===== src/rtl/companion_stat_engine.sv =====
// Companion status engine: NUM_STATS care stats plus health, decaying on a shared
// one-second tick, with saturating refresh, health regen/decay, alerts and latched death.
module companion_stat_engine #(
    parameter int unsigned CLOCK_FREQ    = 125_000_000,
    parameter int unsigned NUM_STATS     = 3,
    parameter int unsigned STAT_W        = 4,
    parameter int unsigned STAT_MAX      = 10,
    parameter int unsigned REFRESH_STEP  = 10,
    parameter int unsigned PERIOD_W      = 16,
    parameter int unsigned HEALTH_PERIOD = 300,
    parameter int unsigned ALERT_LEVEL   = 2
) (
    input  logic                          clk,
    input  logic                          rst,
    input  logic [NUM_STATS-1:0]          action,
    input  logic [NUM_STATS*PERIOD_W-1:0] decay_period,
    input  logic                          pause,
    output logic [NUM_STATS*STAT_W-1:0]   stats,
    output logic [STAT_W-1:0]             health,
    output logic [NUM_STATS-1:0]          alert,
    output logic                          dead,
    output logic                          sec_tick
);

    localparam int unsigned PRESC_W = (CLOCK_FREQ > 1) ? $clog2(CLOCK_FREQ) : 1;
    localparam int unsigned HCNT_W  = (HEALTH_PERIOD > 1) ? $clog2(HEALTH_PERIOD + 1) : 1;

    localparam logic [PRESC_W-1:0] PRESC_LAST = PRESC_W'(CLOCK_FREQ - 1);
    localparam logic [HCNT_W-1:0]  HCNT_LAST  = HCNT_W'(HEALTH_PERIOD - 1);
    localparam logic [STAT_W-1:0]  S_MAX      = STAT_W'(STAT_MAX);
    localparam logic [STAT_W-1:0]  S_ALERT    = STAT_W'(ALERT_LEVEL);
    localparam logic [STAT_W:0]    S_MAX_X    = (STAT_W + 1)'(STAT_MAX);
    localparam logic [STAT_W:0]    S_STEP_X   = (STAT_W + 1)'(REFRESH_STEP);

    logic [PRESC_W-1:0]  presc_q, presc_d;
    logic                tick_q, tick_d;
    logic [STAT_W-1:0]   stat_q [NUM_STATS];
    logic [STAT_W-1:0]   stat_d [NUM_STATS];
    logic [PERIOD_W-1:0] cnt_q  [NUM_STATS];
    logic [PERIOD_W-1:0] cnt_d  [NUM_STATS];
    logic [HCNT_W-1:0]   hcnt_q, hcnt_d;
    logic [STAT_W-1:0]   health_q, health_d;
    logic                dead_q, dead_d;

    logic                tick_en;
    logic                starving;
    logic                thriving;

    // Free-running second prescaler; keeps running while dead, holds while paused
    always_comb begin
        presc_d = presc_q;
        tick_d  = 1'b0;
        if (!pause) begin
            if (presc_q == PRESC_LAST) begin
                presc_d = '0;
                tick_d  = 1'b1;
            end else begin
                presc_d = presc_q + PRESC_W'(1);
            end
        end
    end

    assign tick_en = tick_q & ~pause;

    always_comb begin
        starving = 1'b0;
        thriving = 1'b1;
        for (int i = 0; i < int'(NUM_STATS); i++) begin
            if (stat_q[i] == '0)    starving = 1'b1;
            if (stat_q[i] != S_MAX) thriving = 1'b0;
        end
    end

    // Per-channel decay/refresh and health regulation; everything freezes once dead
    always_comb begin
        logic [PERIOD_W-1:0] period;
        logic [STAT_W:0]     sum;
        period   = '0;
        sum      = '0;
        stat_d   = stat_q;
        cnt_d    = cnt_q;
        hcnt_d   = hcnt_q;
        health_d = health_q;
        dead_d   = dead_q | (health_q == '0);
        if (!dead_q) begin
            for (int i = 0; i < int'(NUM_STATS); i++) begin
                period = decay_period[i*PERIOD_W +: PERIOD_W];
                if (action[i]) begin
                    sum       = {1'b0, stat_q[i]} + S_STEP_X;
                    stat_d[i] = (sum > S_MAX_X) ? S_MAX : sum[STAT_W-1:0];
                    cnt_d[i]  = '0;
                end else if (period == '0) begin
                    cnt_d[i] = '0;
                end else if (tick_en) begin
                    // >= catches a period lowered below the running count
                    if (cnt_q[i] >= period - PERIOD_W'(1)) begin
                        cnt_d[i] = '0;
                        if (stat_q[i] != '0) stat_d[i] = stat_q[i] - STAT_W'(1);
                    end else begin
                        cnt_d[i] = cnt_q[i] + PERIOD_W'(1);
                    end
                end
            end

            if (!(starving || thriving)) begin
                hcnt_d = '0;
            end else if (tick_en) begin
                if (hcnt_q >= HCNT_LAST) begin
                    hcnt_d = '0;
                    if (starving) begin
                        if (health_q != '0) health_d = health_q - STAT_W'(1);
                    end else if (health_q != S_MAX) begin
                        health_d = health_q + STAT_W'(1);
                    end
                end else begin
                    hcnt_d = hcnt_q + HCNT_W'(1);
                end
            end
        end
    end

    always_ff @(posedge clk) begin
        if (rst) begin
            presc_q  <= '0;
            tick_q   <= 1'b0;
            hcnt_q   <= '0;
            health_q <= S_MAX;
            dead_q   <= 1'b0;
            for (int i = 0; i < int'(NUM_STATS); i++) begin
                stat_q[i] <= S_MAX;
                cnt_q[i]  <= '0;
            end
        end else begin
            presc_q  <= presc_d;
            tick_q   <= tick_d;
            hcnt_q   <= hcnt_d;
            health_q <= health_d;
            dead_q   <= dead_d;
            for (int i = 0; i < int'(NUM_STATS); i++) begin
                stat_q[i] <= stat_d[i];
                cnt_q[i]  <= cnt_d[i];
            end
        end
    end

    always_comb begin
        for (int i = 0; i < int'(NUM_STATS); i++) begin
            stats[i*STAT_W +: STAT_W] = stat_q[i];
            alert[i]                  = (stat_q[i] <= S_ALERT);
        end
    end

    assign health   = health_q;
    assign dead     = dead_q;
    assign sec_tick = tick_q;

endmodule

===== config.mk =====
export PLATFORM = sky130hd
export DESIGN_NAME = companion_stat_engine
export DESIGN_NICKNAME = d
export VERILOG_FILES = /design/src/rtl/companion_stat_engine.sv
export SDC_FILE = /design/constraint.sdc
export NUM_CORES = 1
export LEC_CHECK = 0
export BUFFER_PORTS_ARGS = -buffer_cell sky130_fd_sc_hd__buf_2
export CORE_MARGIN = 2
export CORE_UTILIZATION = 46
export DETAILED_ROUTE_END_ITERATION = 12
export GPL_TIMING_DRIVEN = 0
export MAX_ROUTING_LAYER = met4
export PLACE_DENSITY = 0.67
export SETUP_SLACK_MARGIN = 0.5
export SYNTH_ARGS = -nofsm -noshare
export SYNTH_HDL_FRONTEND = slang
export SYNTH_SLANG_ARGS = --single-unit

===== constraint.sdc =====
create_clock -name clk -period 3.5 [get_ports clk]
set_input_delay 0.525 -clock clk [delete_from_list [all_inputs] [get_ports clk]]
set_output_delay 0.525 -clock clk [all_outputs]
set_load 0.02 [all_outputs]

==> summary.txt <==
Logic synthesis
  • Post-synthesis cell type count: 94
  • Mapped cell area: between 7000 and 8000 µm²
  • Seq cells post-synth: 102
  • Post-synth top flop: dfxtp_1
  • Gate count of the mapped netlist: roughly 920
  • Synth top area cells: dfxtp_1 (26%), ha_1 (12%), nor2_1 (4.9%)
  • EDFF count, synth: 0
  • Post-synth top cells: dfxtp_1 (102), nor2_1 (101), nand2_1 (81)
  • Largest area contributor in the netlist: dfxtp_1
  • Register area share after synthesis: 26.3%
  • Synth top area share: a little over a quarter
  • Syn Area/Cell: between 8 and 9 µm²
  • Async set or reset register ratio after synthesis: 0%
  • Synthesized Nets: about 1000
  • Total number of yosys warnings: 0
  • Dominant cell by count in the synthesized netlist: dfxtp_1

Power
  • Sequential power share: 44.7%
  • P_leak: 3.96 nW
  • Internal power: 1.90 mW
  • NetSw: roughly 0.77 mW
  • Pwr per Cell Area: 268 nW/µm²
  • Switching share of power: about 29%
  • Clock share of power: 37.5%
  • Power, Total: 2.67 mW
  • VDD IR max: 0.250 mV
  • Gate power share: about 18%

Final layout
  • Filler Cell Count: about 1400
  • Final nets: 1191
  • Area grow syn2layout: 28.5%
  • Multi-input combinational cell area: 6060 µm²
  • Ant. Diodes: 0
  • Share of cells above drive strength 1: 26.3%
  • Register Area: 2040 µm²
  • Final Instance Area: 9960 µm²

Run
  • Max Cap Viol: 0

Timing
  • RSZ-0062 raised after global routing: yes
  • Setup WS post-layout: -0.144 ns
  • Max Fclk: 274 MHz
  • Hold slack: 0.482 ns
  • Slew margin rel.: approximately two fifths
  • Final Max Slew Viols: 0
  • Worst-margin pin slew: 0.896 ns
  • Period utilisation layout: 104%
  • Setup TNS: -0.840 ns
  • Final Hold Fails: 0
  • Setup violations, final: 17
  • Clock skew: 0.00502 ns
  • Period minus WS final: 3.64 ns

Global route
  • Total Routing Usage GR: 23.2%
  • Vias in the first global route: about 6900
  • First-pass GRT wire length: around 34 mm
  • Total congestion overflow: 0
  • Largest net degree at the start of global routing: 19
  • Antenna violations before repair: 0

Floorplan
  • Die width: 134 µm
  • Row cnt: 47
  • # IOs: 75
  • Die height: 134 µm
  • Core area: around 17000 µm²
  • Die ar.: 17900 µm²
  • Initial Util: between 40 and 50%

Route
  • Initial DRC Count: 470
  • Routed Antenna Nets: 0
  • Drt first pass iters: 5
  • Routed WL per cell: between 15 and 20 µm
  • WL final: 19.8 mm
  • Via density: 5.66
  • DR DRC count: 0
  • Total number of vias: about 7300

Worst setup path
  • Worst setup EP type: register
  • Slowest CP cell: or4_4
  • Startpoint types: primary input
  • Worst-path fanout max: 8
  • CP max stage delay: 0.51 ns
  • Critical Path AT: between 3 and 4 ns
  • Type of the worst setup path: primary input to register
  • Crit path top cell by count: buf_4
  • Critical-path cell list: buf_8 > or3_4 > or4_4 > nor4_4 > buf_4 > buf_4 > buf_4 > buf_4 > buf_4 > buf_6 > xnor2_2 > ha_1 > a21oi_2 > o21a_1 > o221ai_2 > o21ba_4 > buf_6 > or4_4 > a21oi_2
  • Worst path required time: 3.79 ns

Outcome
  • Status: finished, violations left
  • Failing checks: setup timing

Clocking
  • CTS Root Cell: clkbuf_16
  • H-tree levels: 3
  • CTS sink count: 102
  • Clock Path Buffers: 2
  • CTS tree: built
  • Clock transition at path regs: 0.07 ns
  • TritonCTS Buffers: 9
  • Clock latency on the worst-skew pair: 0.36 ns

Placed design
  • HPWL Detailed: 13.7 mm
  • Cell Area, Placed: approximately 8500 µm²
  • Placer's final routability congestion estimate: about 0.83
  • PortBufs: 73

Worst hold path
  • Hold crit path type: register to register
==> sequential cells by signal, indices dropped and copies added, names as in the netlist <==
register	flops
hcnt_q	9
dead	1
presc_q	27
sec_tick	1
health	4
cnt_q	48
stats	12
==> metal layers <==
layer,up-vias,global-route usage [%],share of wire [%]
li1,3680,-,-
met1,3422,31.6,48
met2,137,36.1,47
met3,23,3.89,3.2
met4,0,5.61,1.6
met5,-,-,0
==> kinds of logic after synthesis <==
kind of cell | share of synthesized area (%)
fa+ha+maj | 12.7
flops | 26.3
xor+xnor | 9.38
compound gates | 18.0
simple gates | 29.6
mux | 0.775
buf+inv | 3.26
==> area by class of cell <==
| type | instances | share of cell area [%] |
|---|---|---|
| Timing Repair Buffer | 131 | 10.0 |
| Inverter | 31 | 1.24 |
| Clock inverter | 6 | 0.552 |
| Buffer | 24 | 1.77 |
| Tap cell | 220 | 2.76 |
| Sequential cell | 102 | 20.5 |
| Clock buffer | 10 | 2.40 |
| Multi-Input combinational cell | 760 | 60.8 |
==> through the flow <==
step                util [%]  setup slack [ns]  instances
finish                  60.3            -0.144       1284
global placement        51.7            -0.509       1210
CTS                     58.2           -0.0884       1276
global route            60.3            -0.237       1284
detailed placement      51.7            -0.527       1210
floorplan                  -            -0.193        917
==> what timing repair did <==
item	4_1_cts	5_1_grt
gates cloned	3	0
setup buffers	47	8
endpoints found under the setup margin	41	54
gates resized for setup	78	56
endpoints found under the hold margin	0	0
hold buffers	0	0
pin swaps	44	20
==> placed cells by master (no fill, tap or decap), types with 10 or more instances in the layout <==
cell / synthesis / final
nor2b_1: 17 / 16
nand4_1: 26 / 26
buf_4: 3 / 46
and3_1: 22 / 21
nor3_1: 29 / 25
a22o_1: 13 / 13
xor2_1: 42 / 42
nor2_1: 101 / 99
o21ai_0: 26 / 16
ha_1: 77 / 75
nand3_1: 32 / 29
xnor2_1: 41 / 40
or3_1: 14 / 12
buf_2: 6 / 66
and2_1: 10 / 10
a21oi_1: 35 / 29
nand2_1: 81 / 79
buf_6: 3 / 20
inv_1: 30 / 25
dfxtp_1: 102 / 102
==> worst max-delay path, delay by kind of cell <==
kind	cells	cell delay [ns]
AOI/OAI and AO/OA	5	0.76
xor gates and xnor gates	1	0.05
adders and majority gates	1	0.31
buffers and inverters	8	0.82
and+or+nand+nor	4	1.48
==> worst paths after layout <==
check                  startpoint         to  slack (ns)  depth (start not counted)
setup / recovery  decay_period[3]   stats[2]       -0.14                         19
hold / removal          hcnt_q[8]  hcnt_q[8]        0.48                          2
setup reg to reg         stats[1]  health[3]        0.96                         10
hold reg to reg         hcnt_q[8]  hcnt_q[8]        0.48                          2
==> power by group through the flow <==
| stage | sequential, mW | clock, mW | combinational [mW] |
|---|---|---|---|
| after floorplan | 1.22 | 0 | 0.238 |
| after global placement | 1.22 | 0 | 0.370 |
| after detailed placement | 1.22 | 0 | 0.374 |
| after CTS | 1.19 | 1.02 | 0.443 |
| after global routing | 1.19 | 1.08 | 0.525 |
| final | 1.19 | 1.00 | 0.475 |
No activity file was read; power rests on OpenSTA's default activity.
